--- src/rtl/smc_serial.sv ---
// Serial MOSFET ranking calculator: six devices arrive one per beat, each ID/gm is
// insertion-sorted on arrival and a weighted top-3/bottom-3 sum is emitted two cycles later.
module smc_serial #(
  parameter int unsigned N_DEV = 6,
  parameter int unsigned VAL_W = 8,
  parameter int unsigned OUT_W = 10
) (
  input  logic             clk,
  input  logic             rst_n,
  input  logic             in_valid,
  input  logic [1:0]       mode,
  input  logic [2:0]       W,
  input  logic [2:0]       V_GS,
  input  logic [2:0]       V_DS,
  output logic             out_valid,
  output logic [OUT_W-1:0] out_n
);

  localparam int unsigned CNT_W = 3;
  localparam int unsigned PRD_W = 10;

  typedef enum logic [1:0] {IDLE, LOAD, CALC} state_t;

  state_t           state, state_nx;
  logic [VAL_W-1:0] s      [N_DEV];
  logic [VAL_W-1:0] s_nx   [N_DEV];
  logic [CNT_W-1:0] cnt, cnt_nx;
  logic [1:0]       mode_q, mode_nx;
  logic             out_valid_nx;
  logic [OUT_W-1:0] out_n_nx;

  logic [2:0]       ov;
  logic             triode;
  logic [PRD_W-1:0] w_x, d_x, o_x, id_num, gm_num;
  logic             id_sel;
  logic [VAL_W-1:0] dev_val;
  logic [VAL_W-1:0] base   [N_DEV];
  logic [VAL_W-1:0] ins    [N_DEV];
  logic [N_DEV-1:0] ge;
  logic [VAL_W-1:0] sel_a, sel_b, sel_c;

  // Per-device ID/gm for the beat currently on the inputs
  always_comb begin
    ov     = (V_GS == 3'd0) ? 3'd0 : V_GS - 3'd1;
    triode = ov > V_DS;
    w_x    = PRD_W'(W);
    d_x    = PRD_W'(V_DS);
    o_x    = PRD_W'(ov);
    if (triode) begin
      id_num = w_x * d_x * (PRD_W'(2) * o_x - d_x);
      gm_num = PRD_W'(2) * w_x * d_x;
    end else begin
      id_num = w_x * o_x * o_x;
      gm_num = PRD_W'(2) * w_x * o_x;
    end
    id_sel  = (state == IDLE) ? mode[0] : mode_q[0];
    dev_val = VAL_W'((id_sel ? id_num : gm_num) / PRD_W'(3));
  end

  // Single-cycle insertion; beat 0 inserts into a cleared array so frames never mix
  always_comb begin
    for (int i = 0; i < N_DEV; i++) begin
      base[i] = (state == IDLE) ? '0 : s[i];
      ge[i]   = base[i] >= dev_val;
    end
    ins[0] = ge[0] ? base[0] : dev_val;
    for (int i = 1; i < N_DEV; i++) begin
      ins[i] = ge[i] ? base[i] : (ge[i-1] ? dev_val : base[i-1]);
    end
  end

  // State and datapath registers
  always_ff @(posedge clk or negedge rst_n) begin
    if (!rst_n) begin
      state     <= IDLE;
      cnt       <= '0;
      mode_q    <= '0;
      out_valid <= 1'b0;
      out_n     <= '0;
      for (int i = 0; i < N_DEV; i++) s[i] <= '0;
    end else begin
      state     <= state_nx;
      cnt       <= cnt_nx;
      mode_q    <= mode_nx;
      out_valid <= out_valid_nx;
      out_n     <= out_n_nx;
      for (int i = 0; i < N_DEV; i++) s[i] <= s_nx[i];
    end
  end

  // Next-state logic
  always_comb begin
    state_nx = state;
    case (state)
      IDLE: if (in_valid) state_nx = LOAD;
      LOAD: begin
        if (!in_valid)                           state_nx = IDLE;
        else if (cnt == CNT_W'(N_DEV - 1))       state_nx = CALC;
      end
      CALC:    state_nx = IDLE;
      default: state_nx = IDLE;
    endcase
  end

  // Datapath and output next values
  always_comb begin
    for (int i = 0; i < N_DEV; i++) s_nx[i] = s[i];
    cnt_nx       = cnt;
    mode_nx      = mode_q;
    out_valid_nx = 1'b0;
    out_n_nx     = '0;
    sel_a        = mode_q[1] ? s[0] : s[N_DEV-3];
    sel_b        = mode_q[1] ? s[1] : s[N_DEV-2];
    sel_c        = mode_q[1] ? s[2] : s[N_DEV-1];
    case (state)
      IDLE: begin
        if (in_valid) begin
          for (int i = 0; i < N_DEV; i++) s_nx[i] = ins[i];
          cnt_nx  = CNT_W'(1);
          mode_nx = mode;
        end
      end
      LOAD: begin
        if (in_valid) begin
          for (int i = 0; i < N_DEV; i++) s_nx[i] = ins[i];
          cnt_nx = cnt + CNT_W'(1);
        end else begin
          cnt_nx = '0;
        end
      end
      CALC: begin
        cnt_nx       = '0;
        out_valid_nx = 1'b1;
        if (mode_q[0]) begin
          out_n_nx = OUT_W'(3) * OUT_W'(sel_a) + OUT_W'(4) * OUT_W'(sel_b)
                   + OUT_W'(5) * OUT_W'(sel_c);
        end else begin
          out_n_nx = OUT_W'(sel_a) + OUT_W'(sel_b) + OUT_W'(sel_c);
        end
      end
      default: cnt_nx = '0;
    endcase
  end

endmodule
--- config.mk ---
export PLATFORM = sky130hd
export DESIGN_NAME = smc_serial
export DESIGN_NICKNAME = d
export VERILOG_FILES = /design/src/rtl/smc_serial.sv
export SDC_FILE = /design/constraint.sdc
export NUM_CORES = 1
export LEC_CHECK = 0
export BUFFER_PORTS_ARGS = -buffer_cell sky130_fd_sc_hd__buf_4
export CAP_MARGIN = 15
export CORE_MARGIN = 4
export CORE_UTILIZATION = 50
export CTS_CLUSTER_DIAMETER = 50
export CTS_CLUSTER_SIZE = 28
export DETAILED_ROUTE_END_ITERATION = 8
export PLACE_DENSITY = 0.66
export SLEW_MARGIN = 20
export SYNTH_ARGS = -nofsm -noshare
export SYNTH_HDL_FRONTEND = slang
export SYNTH_SLANG_ARGS = --single-unit
--- constraint.sdc ---
create_clock -name clk -period 15.7 [get_ports clk]
set_input_delay 2.355 -clock clk [delete_from_list [all_inputs] [get_ports clk]]
set_output_delay 2.355 -clock clk [all_outputs]
set_load 0.01 [all_outputs]
==> impl_metrics.yaml <==
worst_setup_path:
  critical_path_class: "input pin to flop"
  crit_path_end_kind: "flop"
  cp.required_ps: 15940
  ff2ff_path_depth: 34
  slowest_delay_ps: 810
  start_kind: "input pin"
  crit_path_max_fanout: 17
  worstPathArrival_ps: 14040
  cpMaxStageDelayCell: "o211ai_1"
timing:
  max-slew-margin-rel_pct: 32.8
  slew_viol_final: 0
  rsz0062_at_grt: "no"
  fin_crit_ps: 13800
  setup_viol: 0
  worstMarginPinSlew_ps: 1000
  fin_crit_sh_pct: 87.9
  whs_ps: 499
  hold_violations: 0
  tns_ps: 0
  fmax_ghz: 0.0725
  fin_worst_skew_ps: 8.59
clocking:
  ctsHoldBuffers: 0
  htree_levels: 3
  path_clk_slew_ps: 50
  ctsResizeCount: 0
  clock_latency_ps: 340
  cts.sinks: 66
  clockBufferDepth: 2
  cts_buffers: 9
  cts_post_setup_buffers_inserted: 0
  cts-root-buf: "clkbuf_16"
  cts_tree: "done"
floorplan:
  core_um2: 17400
  die_h_um: 142
  die-area_um2: 20200
  io_pins: 25
  rows: 48
  die_w_um: 142
  initial_core_util_pct: 51.5
power_and_ir_drop:
  p_sw_mw: 0.971
  p_sw_share_pct: 50.9
  p_leak_nw: 4.95
  p_per_area_nw_per_um2: 197
  combPwrFrac_pct: 74.6
  clkPwrFrac_pct: 11.8
  sequentialPowerShare_pct: 13.5
  vdd_drop_max_uv: 107
  p_int_mw: 0.936
layout:
  antennaDiodeCount: 0
  area_growth_pct: 8.04
  nFillCells: 1611
  fin_nets: 1252
  drive_gt1_share_pct: 10.6
route:
  drt_first_pass_iters: 6
  viasPerCell: 5.75
  drc_errors: 0
  finalWirelength_mm: 22.7
  drt-initial-drc-count: 565
  num_vias: 7487
  routedWlPerCell_um: 17.4
  ant_nets: 0
synth:
  synth-seq-cells: 66
  syn_nets: 1238
  netlist_area_um2: 8980
  yosysMostFrequentCell: "nand2_1"
  synth_area_leaders: "dfrtp_1 (18%), ha_1 (16%), fa_1 (12%), and2_1 (5.1%), nand2_1 (4.9%)"
  yosysUniqueCellTypes: 82
  syn_inst: 1057
  avgSynthCellArea_um2: 8.49
  synth-edff-count: 0
  synth_top_cell_by_area: "dfrtp_1"
  synthSimpleGateAreaFrac_pct: 19.3
  synth_flop_cell: "dfrtp_1"
  synth_common_cells: "nand2_1 (118), ha_1 (115), inv_1 (111)"
  synth_xor_area_share_pct: 2.91
  yosys.area_share.adder_pct: 27.8
  synth_top_family_by_area: "adder cells"
  async_reset_ff_share_pct: 100
  synth-compound-area-share_pct: 19.8
  ys_seq_area_share_pct: 18.4
  synth_top_area_share_pct: 18.4
  muxShareOfSynthArea_pct: 5.31
  synth_warnings: 0
place:
  hpwl_mm: 17.9
  gp_congestion: 0.862
  port-buffer-count: 24
run_status:
  status: "finished clean"
min_path:
  min_path_cells: 2
  hold_path.class: "flop to flop"
global_route:
  grt_usage_pct: 23.1
  grt_overflow: 0
  antenna_found_initial: 0
  grt_pass1_vias: 7351
  grt_max_degree: 67
  grt_pass1_wl_mm: 38.0
job:
  drv_cap: 0
layer usage:
layer | global-route usage, % | wire length [um] | up-vias
met1 | 35.4 | 11400 | 3547
li1 | - | - | 3683
met2 | 35.0 | 9760 | 235
met3 | 3.97 | 1310 | 22
met4 | 3.74 | 202 | 0
met5 | 0 | 0 | -
per-stage QoR:
stage	instance area (um2)	std cells	utilization (%)	total power [mW]	worst slack [ps]
3_5_place_dp	9370	1285	53.8	1.66	1730
5_1_grt	9700	1301	55.7	2.11	1040
3_3_place_gp	9370	1285	53.8	1.63	1900
4_1_cts	9700	1301	55.7	1.90	2040
6_report	9700	1301	55.7	1.91	1900
2_1_floorplan	8980	1057	-	1.34	3250
cells by family after synthesis:
kind of cell / after synthesis
simple gates: 350
compound gates: 258
fa+ha+maj: 169
buf+inv: 144
flops: 66
mux: 45
xor+xnor: 25
worst paths after layout:
path	slack, ps	end	startpoint
setup / recovery	1900	s[8]$_DFFE_PN0P_	W[0]
hold / removal	500	s[33]$_DFFE_PN0P_	s[33]$_DFFE_PN0P_
setup reg to reg	7110	s[8]$_DFFE_PN0P_	mode_q[0]$_DFFE_PN0P_
hold reg to reg	500	s[33]$_DFFE_PN0P_	s[33]$_DFFE_PN0P_
max in group asynchronous	12990	out_valid$_DFF_PN0_	rst_n
min in group asynchronous	2130	s[39]$_DFFE_PN0P_	rst_n
state kept, by name, indices dropped and copies added, names as in the netlist:
register	count
s	48
cnt	3
out_n	10
mode_q	2
out_valid	1
state	2
placed cells by master, fill, tap and decap left out, types with 5 or more instances in the layout:
| cell | synthesis | routed |
|---|---|---|
| xnor2_1 | 12 | 12 |
| nand2b_1 | 13 | 13 |
| mux2_2 | 21 | 21 |
| nor2b_1 | 11 | 11 |
| mux2i_1 | 24 | 23 |
| dfrtp_1 | 66 | 66 |
| o21ai_1 | 24 | 24 |
| clkbuf_16 | 0 | 9 |
| o31ai_1 | 5 | 5 |
| a211oi_2 | 5 | 6 |
| a22o_1 | 15 | 15 |
| fa_1 | 52 | 52 |
| nor2_1 | 77 | 77 |
| a21o_1 | 30 | 30 |
| ha_1 | 115 | 115 |
| and2_1 | 73 | 73 |
| a21oi_1 | 63 | 63 |
| nor4_1 | 5 | 5 |
| o21ai_0 | 43 | 43 |
| nor3_1 | 9 | 9 |
| inv_1 | 111 | 111 |
| nand3_1 | 14 | 14 |
| buf_4 | 4 | 35 |
| a31oi_1 | 13 | 13 |
| xor2_1 | 9 | 9 |
| o22ai_1 | 6 | 6 |
| nand2_1 | 118 | 118 |
| nand4_1 | 6 | 6 |
layout make-up:
type,count,area [um2],share of cell area [%]
clock inverters,4,73.8,0.761
well taps,225,282,2.90
clock buffers,12,256,2.64
flip-flops and latches,66,1650,17.0
multi-input cells,847,6750,69.6
inverters,112,420,4.33
repair buffers,35,263,2.71
worst max-delay path, delay by kind of cell:
family	cells	cell delay (ps)
fa+ha+maj	10	3910
xor+xnor	2	570
compound gates	20	4920
simple gates	9	1340
buf+inv	7	940
power groups by stage:
| stage | Sequential (mW) | Clock, mW | Combinational (mW) |
|---|---|---|---|
| floorplan | 0.240 | 0 | 1.10 |
| global placement | 0.258 | 0 | 1.38 |
| detailed placement | 0.259 | 0 | 1.40 |
| CTS | 0.257 | 0.228 | 1.42 |
| global route | 0.263 | 0.236 | 1.62 |
| finish | 0.258 | 0.226 | 1.42 |
Power figures use the tool's default switching activity.
